==> src/rtl/uart_tx_arbiter.sv <==
// uart_tx_arbiter: two-source byte FIFO arbiter feeding uart_tx on dot_clk.
// Each producer's one-cycle byte strobes are buffered in a private circular FIFO.
// The two streams are interleaved round-robin. uart_tx gets one i_Tx_DV pulse per byte,
// and the arbiter waits for o_Tx_Done before it offers the next byte.
// Optional build macro: UART_TX_ARB_STATS_EN enables saturating per-source drop counters.
// Without the macro, a_drop_cnt and b_drop_cnt are tied to 8'h00.
module uart_tx_arbiter #(
  parameter int unsigned DEPTH_LOG2 = 4
) (
  input  logic       clk,
  input  logic       reset,
  input  logic [7:0] a_byte,
  input  logic       a_valid,
  input  logic [7:0] b_byte,
  input  logic       b_valid,
  output logic [7:0] tx_byte,
  output logic       tx_valid,
  input  logic       tx_done,
  output logic       a_full,
  output logic       b_full,
  output logic       a_drop,
  output logic       b_drop,
  output logic [7:0] a_drop_cnt,
  output logic [7:0] b_drop_cnt
);

  localparam int unsigned DEPTH = 2 ** DEPTH_LOG2;
  localparam logic [DEPTH_LOG2-1:0] PTR_ONE = 1;
  localparam logic [DEPTH_LOG2:0]   CNT_ONE = 1;

  localparam logic [1:0] ST_IDLE   = 2'd0;
  localparam logic [1:0] ST_STROBE = 2'd1;
  localparam logic [1:0] ST_WAIT   = 2'd2;

  localparam logic SRC_A = 1'b0;
  localparam logic SRC_B = 1'b1;

  logic [7:0]            r_a_mem [DEPTH];
  logic [7:0]            r_b_mem [DEPTH];
  logic [DEPTH_LOG2-1:0] r_a_wr, r_a_rd, r_b_wr, r_b_rd;
  logic [DEPTH_LOG2:0]   r_a_cnt, r_b_cnt;
  logic [1:0]            r_state;
  logic [7:0]            r_tx_byte;
  logic                  r_rr_last;
  logic                  r_a_drop, r_b_drop;

  logic w_a_full, w_b_full, w_a_ne, w_b_ne;
  logic w_a_push, w_b_push, w_a_pop, w_b_pop, w_idle;

  // Count never exceeds DEPTH, so its MSB alone flags a full FIFO.
  assign w_a_full = r_a_cnt[DEPTH_LOG2];
  assign w_b_full = r_b_cnt[DEPTH_LOG2];
  assign w_a_ne   = |r_a_cnt;
  assign w_b_ne   = |r_b_cnt;

  // Fullness is judged before any pop in the same cycle, so a pop never makes room early.
  assign w_a_push = a_valid && !w_a_full;
  assign w_b_push = b_valid && !w_b_full;

  // Round-robin: A wins when only A has data or when B was served last.
  assign w_idle  = (r_state == ST_IDLE);
  assign w_a_pop = w_idle && w_a_ne && (!w_b_ne || (r_rr_last == SRC_B));
  assign w_b_pop = w_idle && w_b_ne && !w_a_pop;

  // FIFO storage writes; storage needs no reset because the pointers gate it.
  always_ff @(posedge clk) begin
    if (w_a_push) r_a_mem[r_a_wr] <= a_byte;
    if (w_b_push) r_b_mem[r_b_wr] <= b_byte;
  end

  // Source A pointer and occupancy tracking.
  always_ff @(posedge clk or posedge reset) begin
    if (reset) begin
      r_a_wr  <= '0;
      r_a_rd  <= '0;
      r_a_cnt <= '0;
    end else begin
      if (w_a_push) r_a_wr <= r_a_wr + PTR_ONE;
      if (w_a_pop)  r_a_rd <= r_a_rd + PTR_ONE;
      case ({w_a_push, w_a_pop})
        2'b10:   r_a_cnt <= r_a_cnt + CNT_ONE;
        2'b01:   r_a_cnt <= r_a_cnt - CNT_ONE;
        default: r_a_cnt <= r_a_cnt;
      endcase
    end
  end

  // Source B pointer and occupancy tracking.
  always_ff @(posedge clk or posedge reset) begin
    if (reset) begin
      r_b_wr  <= '0;
      r_b_rd  <= '0;
      r_b_cnt <= '0;
    end else begin
      if (w_b_push) r_b_wr <= r_b_wr + PTR_ONE;
      if (w_b_pop)  r_b_rd <= r_b_rd + PTR_ONE;
      case ({w_b_push, w_b_pop})
        2'b10:   r_b_cnt <= r_b_cnt + CNT_ONE;
        2'b01:   r_b_cnt <= r_b_cnt - CNT_ONE;
        default: r_b_cnt <= r_b_cnt;
      endcase
    end
  end

  // Pacing FSM: pop a head into tx_byte, strobe once, then hold until uart_tx reports done.
  always_ff @(posedge clk or posedge reset) begin
    if (reset) begin
      r_state   <= ST_IDLE;
      r_tx_byte <= 8'h00;
      r_rr_last <= SRC_B;
    end else begin
      case (r_state)
        ST_IDLE: begin
          if (w_a_pop) begin
            r_tx_byte <= r_a_mem[r_a_rd];
            r_rr_last <= SRC_A;
            r_state   <= ST_STROBE;
          end else if (w_b_pop) begin
            r_tx_byte <= r_b_mem[r_b_rd];
            r_rr_last <= SRC_B;
            r_state   <= ST_STROBE;
          end
        end
        ST_STROBE: r_state <= ST_WAIT;
        ST_WAIT:   if (tx_done) r_state <= ST_IDLE;
        default:   r_state <= ST_IDLE;
      endcase
    end
  end

  // Drop pulses appear the cycle after a write that found its FIFO full.
  always_ff @(posedge clk or posedge reset) begin
    if (reset) begin
      r_a_drop <= 1'b0;
      r_b_drop <= 1'b0;
    end else begin
      r_a_drop <= a_valid && w_a_full;
      r_b_drop <= b_valid && w_b_full;
    end
  end

`ifdef UART_TX_ARB_STATS_EN
  logic [7:0] r_a_drop_cnt, r_b_drop_cnt;

  // Saturating rejected-write counters, cleared only by reset.
  always_ff @(posedge clk or posedge reset) begin
    if (reset) begin
      r_a_drop_cnt <= 8'h00;
      r_b_drop_cnt <= 8'h00;
    end else begin
      if (a_valid && w_a_full && (r_a_drop_cnt != 8'hFF)) r_a_drop_cnt <= r_a_drop_cnt + 8'h01;
      if (b_valid && w_b_full && (r_b_drop_cnt != 8'hFF)) r_b_drop_cnt <= r_b_drop_cnt + 8'h01;
    end
  end

  assign a_drop_cnt = r_a_drop_cnt;
  assign b_drop_cnt = r_b_drop_cnt;
`else
  assign a_drop_cnt = 8'h00;
  assign b_drop_cnt = 8'h00;
`endif

  // tx_valid is decoded from state so an asynchronous reset clears it immediately.
  assign tx_valid = (r_state == ST_STROBE);
  assign tx_byte  = r_tx_byte;
  assign a_full   = w_a_full;
  assign b_full   = w_b_full;
  assign a_drop   = r_a_drop;
  assign b_drop   = r_b_drop;

endmodule

==> config.mk <==
export PLATFORM = sky130hd
export DESIGN_NAME = uart_tx_arbiter
export DESIGN_NICKNAME = d
export VERILOG_FILES = /design/src/rtl/uart_tx_arbiter.sv
export SDC_FILE = /design/constraint.sdc
export NUM_CORES = 1
export LEC_CHECK = 0
export ABC_AREA = 1
export BUFFER_PORTS_ARGS = -buffer_cell sky130_fd_sc_hd__buf_2
export CELL_PAD_IN_SITES_DETAIL_PLACEMENT = 0
export CELL_PAD_IN_SITES_GLOBAL_PLACEMENT = 1
export CORE_UTILIZATION = 45
export DETAILED_ROUTE_END_ITERATION = 12
export PLACE_DENSITY_LB_ADDON = 0.05
export SLEW_MARGIN = 20
export SYNTH_ARGS = -nofsm -noshare
export SYNTH_HDL_FRONTEND = slang
export SYNTH_SLANG_ARGS = --single-unit
==> constraint.sdc <==
create_clock -name clk -period 3 [get_ports clk]
set_clock_uncertainty 0.05 [all_clocks]
set_input_delay 0.75 -clock clk [delete_from_list [all_inputs] [get_ports clk]]
set_output_delay 0.75 -clock clk [all_outputs]
set_load 0.03 [all_outputs]
==> impl_metrics.env <==
export IMPL_outcome="completed"
export IMPL_fin_ws_ps=353
export IMPL_power_leakage_nw=6.45
export IMPL_power_total_mw=14.4
export IMPL_ant_nets=0
export IMPL_cap_viol_max_count=0
export IMPL_fp_dieH_um=173
export IMPL_synth_top_cells_by_area="edfxtp_1 58%, nand2_1 13%, dfrtp_1 7.2%, nand3_1 6.4%, inv_1 4.8%"
export IMPL_holdWs_ps=256
export IMPL_wl_per_cell_um=17.6
export IMPL_grt_max_degree=73
export IMPL_rows=62
export IMPL_start_util=0.458
export IMPL_cp_max_fo=16
export IMPL_grt_usage=0.212
export IMPL_ir_worst_vdd_v=0.000590
export IMPL_timing_final_crit_share=0.882
export IMPL_ys_flop_type="edfxtp_1"
export IMPL_finalSetupViolations=0
export IMPL_yosysWarningCount=0
export IMPL_grt_pass1_wl_um=48000
export IMPL_synth_most_common_cell="nand2_1"
export IMPL_route_detailed_drc=0
export IMPL_drt_wl_total_um=30800
export IMPL_yosysTopAreaCell="edfxtp_1"
export IMPL_io_buffer_count=33
export IMPL_syn_inst=1291
export IMPL_clock_latency_ps=500
export IMPL_vias_per_cell=4.90
export IMPL_pre_cts_ws_ps=330
export IMPL_overflow=0
export IMPL_hpwl_um=19500
export IMPL_ys_seq_area_frac=0.659
export IMPL_fmax_mhz=378
export IMPL_postCtsSetupRepairBufs=0
export IMPL_area_delta_synth_final_pct=12.7
export IMPL_tns_ps=0
export IMPL_place_congestion=0.787
export IMPL_hold_path_class="in2async"
export IMPL_synth_edf_count=256
export IMPL_multiInputGateArea_sq_um=3450
export IMPL_io_pins=50
export IMPL_layout_nets=1383
export IMPL_vias=8587
export IMPL_ctsLongestPathBuffers=3
export IMPL_rsz0062_at_grt="false"
export IMPL_slew_headroom=0.484
export IMPL_fin_crit_ps=2650
export IMPL_crit_type="reg2reg"
export IMPL_drv_slew=0
export IMPL_netlist_top_cells_count="463 x nand2_1, 256 x edfxtp_1, 167 x inv_1, 167 x nand3_1, 45 x nor2_1"
export IMPL_dieArea_sq_um=29900
export IMPL_cts_sinks=295
export IMPL_htree_levels=2
export IMPL_antenna_found_initial=0
export IMPL_dpl_cell_count=1692
export IMPL_cellPowerDensity_nw_per_um2=972
export IMPL_drtPass1Iterations=5
export IMPL_synth_cell_type_count=37
export IMPL_critPathRequiredTime_ps=3320
export IMPL_die_w_um=173
export IMPL_cts_hold_buffers_added=0
export IMPL_cts_tree="built"
export IMPL_diodes=0
export IMPL_seq_area_sq_um=8670
export IMPL_ys_ff_latch=295
export IMPL_synth_top_cell_area_share=0.585
export IMPL_root_buffer="clkbuf_16"
export IMPL_drive_gt1_frac=0.0985
export IMPL_async_flop_share=0.132
export IMPL_post_cts_resized=0
export IMPL_crit_path_start_kind="register"
export IMPL_synth_area_sq_um=13100
export IMPL_placeableCoreArea_sq_um=28700
export IMPL_cp_arrival_ps=2960
export IMPL_worst_slew_pin_slew_ps=774
export IMPL_fin_cells=1754
export IMPL_hold_viol=0
export IMPL_numCtsBuffers=34
export IMPL_syn_area_per_cell_sq_um=10.2
export IMPL_crit_path_end_kind="register"
export IMPL_path_clk_slew_ps=60
export IMPL_first_global_vias=8286
export IMPL_fillers=2642
export IMPL_drt_iter0_drc=610
==> final timing paths <==
kind / from / to / slack (ps) / depth (start not counted)
setup / recovery: r_b_cnt[0]$_DFFE_PP0P_ / r_b_cnt[4]$_DFFE_PP0P_ / 350 / 17
setup reg to reg: r_b_cnt[0]$_DFFE_PP0P_ / r_b_cnt[4]$_DFFE_PP0P_ / 350 / 17
max in group asynchronous: reset / r_b_rd[3]$_DFFE_PP0P_ / 2020 / 3
hold reg to reg: tx_byte[2]$_DFFE_PP0P_ / tx_byte[2]$_DFFE_PP0P_ / 450 / 2
hold / removal: reset / r_a_cnt[3]$_DFFE_PP0P_ / 260 / 2
min in group clk: tx_done / r_state[1]$_DFFE_PP0P_ / 380 / 2
==> cells by family after synthesis <==
group,synth area share
buf+inv,0.0824
other cells,0.000285
fa+ha+maj,0.0177
flops,0.659
simple gates,0.214
xor+xnor,0.0120
compound gates,0.0145
==> flip-flops by register name, summed over array words and instances, names as in the netlist <==
name / cells
r_state: 2
b_drop: 1
r_a_rd: 4
r_a_mem: 128
r_b_mem: 128
tx_byte: 8
r_a_wr: 4
r_b_wr: 4
a_drop: 1
r_rr_last: 1
r_b_cnt: 5
r_a_cnt: 5
r_b_rd: 4
==> layer usage <==
metal,up-vias,global-route usage,share of wire
met5,-,0,0
met2,170,0.321,0.45
li1,4259,-,-
met3,33,0.0303,0.043
met4,0,0.0494,0.014
met1,4125,0.322,0.49
==> power breakdown <==
group	switching, mW	internal (mW)	leakage [nW]
clock network	1.58	2.43	0.532
logic	3.59	1.51	3.14
registers	0.295	5.01	2.78
==> placed cells by master (no fill, tap or decap), types with 13 or more instances in the layout <==
cell type | Yosys | routed
nand3_1 | 167 | 167
nor2_1 | 45 | 45
edfxtp_1 | 256 | 256
conb_1 | 1 | 16
nand2_1 | 463 | 463
dfrtp_1 | 38 | 36
ha_1 | 17 | 17
inv_1 | 167 | 166
o21ai_0 | 13 | 13
buf_4 | 20 | 36
buf_2 | 32 | 33
xor2_1 | 14 | 14
clkbuf_16 | 0 | 37
==> metrics by stage <==
step,util,cell area [sq um]
after floorplan,-,13200
after global placement,0.478,13700
after detailed placement,0.478,13700
after CTS,0.516,14800
after global routing,0.516,14800
final,0.516,14800
==> layout make-up <==
type,instances,share of cell area
sequential,295,0.585
multi-input combinational,768,0.233
clock buffer,49,0.0682
inverter,175,0.0445
tap,384,0.0324
timing repair buffer,70,0.0307
clock inverter,13,0.00616
==> critical path, cell delays in order (launching register included) <==
cell and delay (ps):
dfrtp_1 420, nor2_1 180, nand4_2 160, nand2_1 120, nand3_2 100, nand2_2 100
inv_2 120, ha_1 300, xor2_1 190, ha_1 190, nor2_1 140, inv_1 70
nand3_1 100, nand2_1 50, nand2_1 60, nand2_1 40, nand2_1 40, o21ai_0 80
Note: power is estimated with default switching activity, not from simulation.
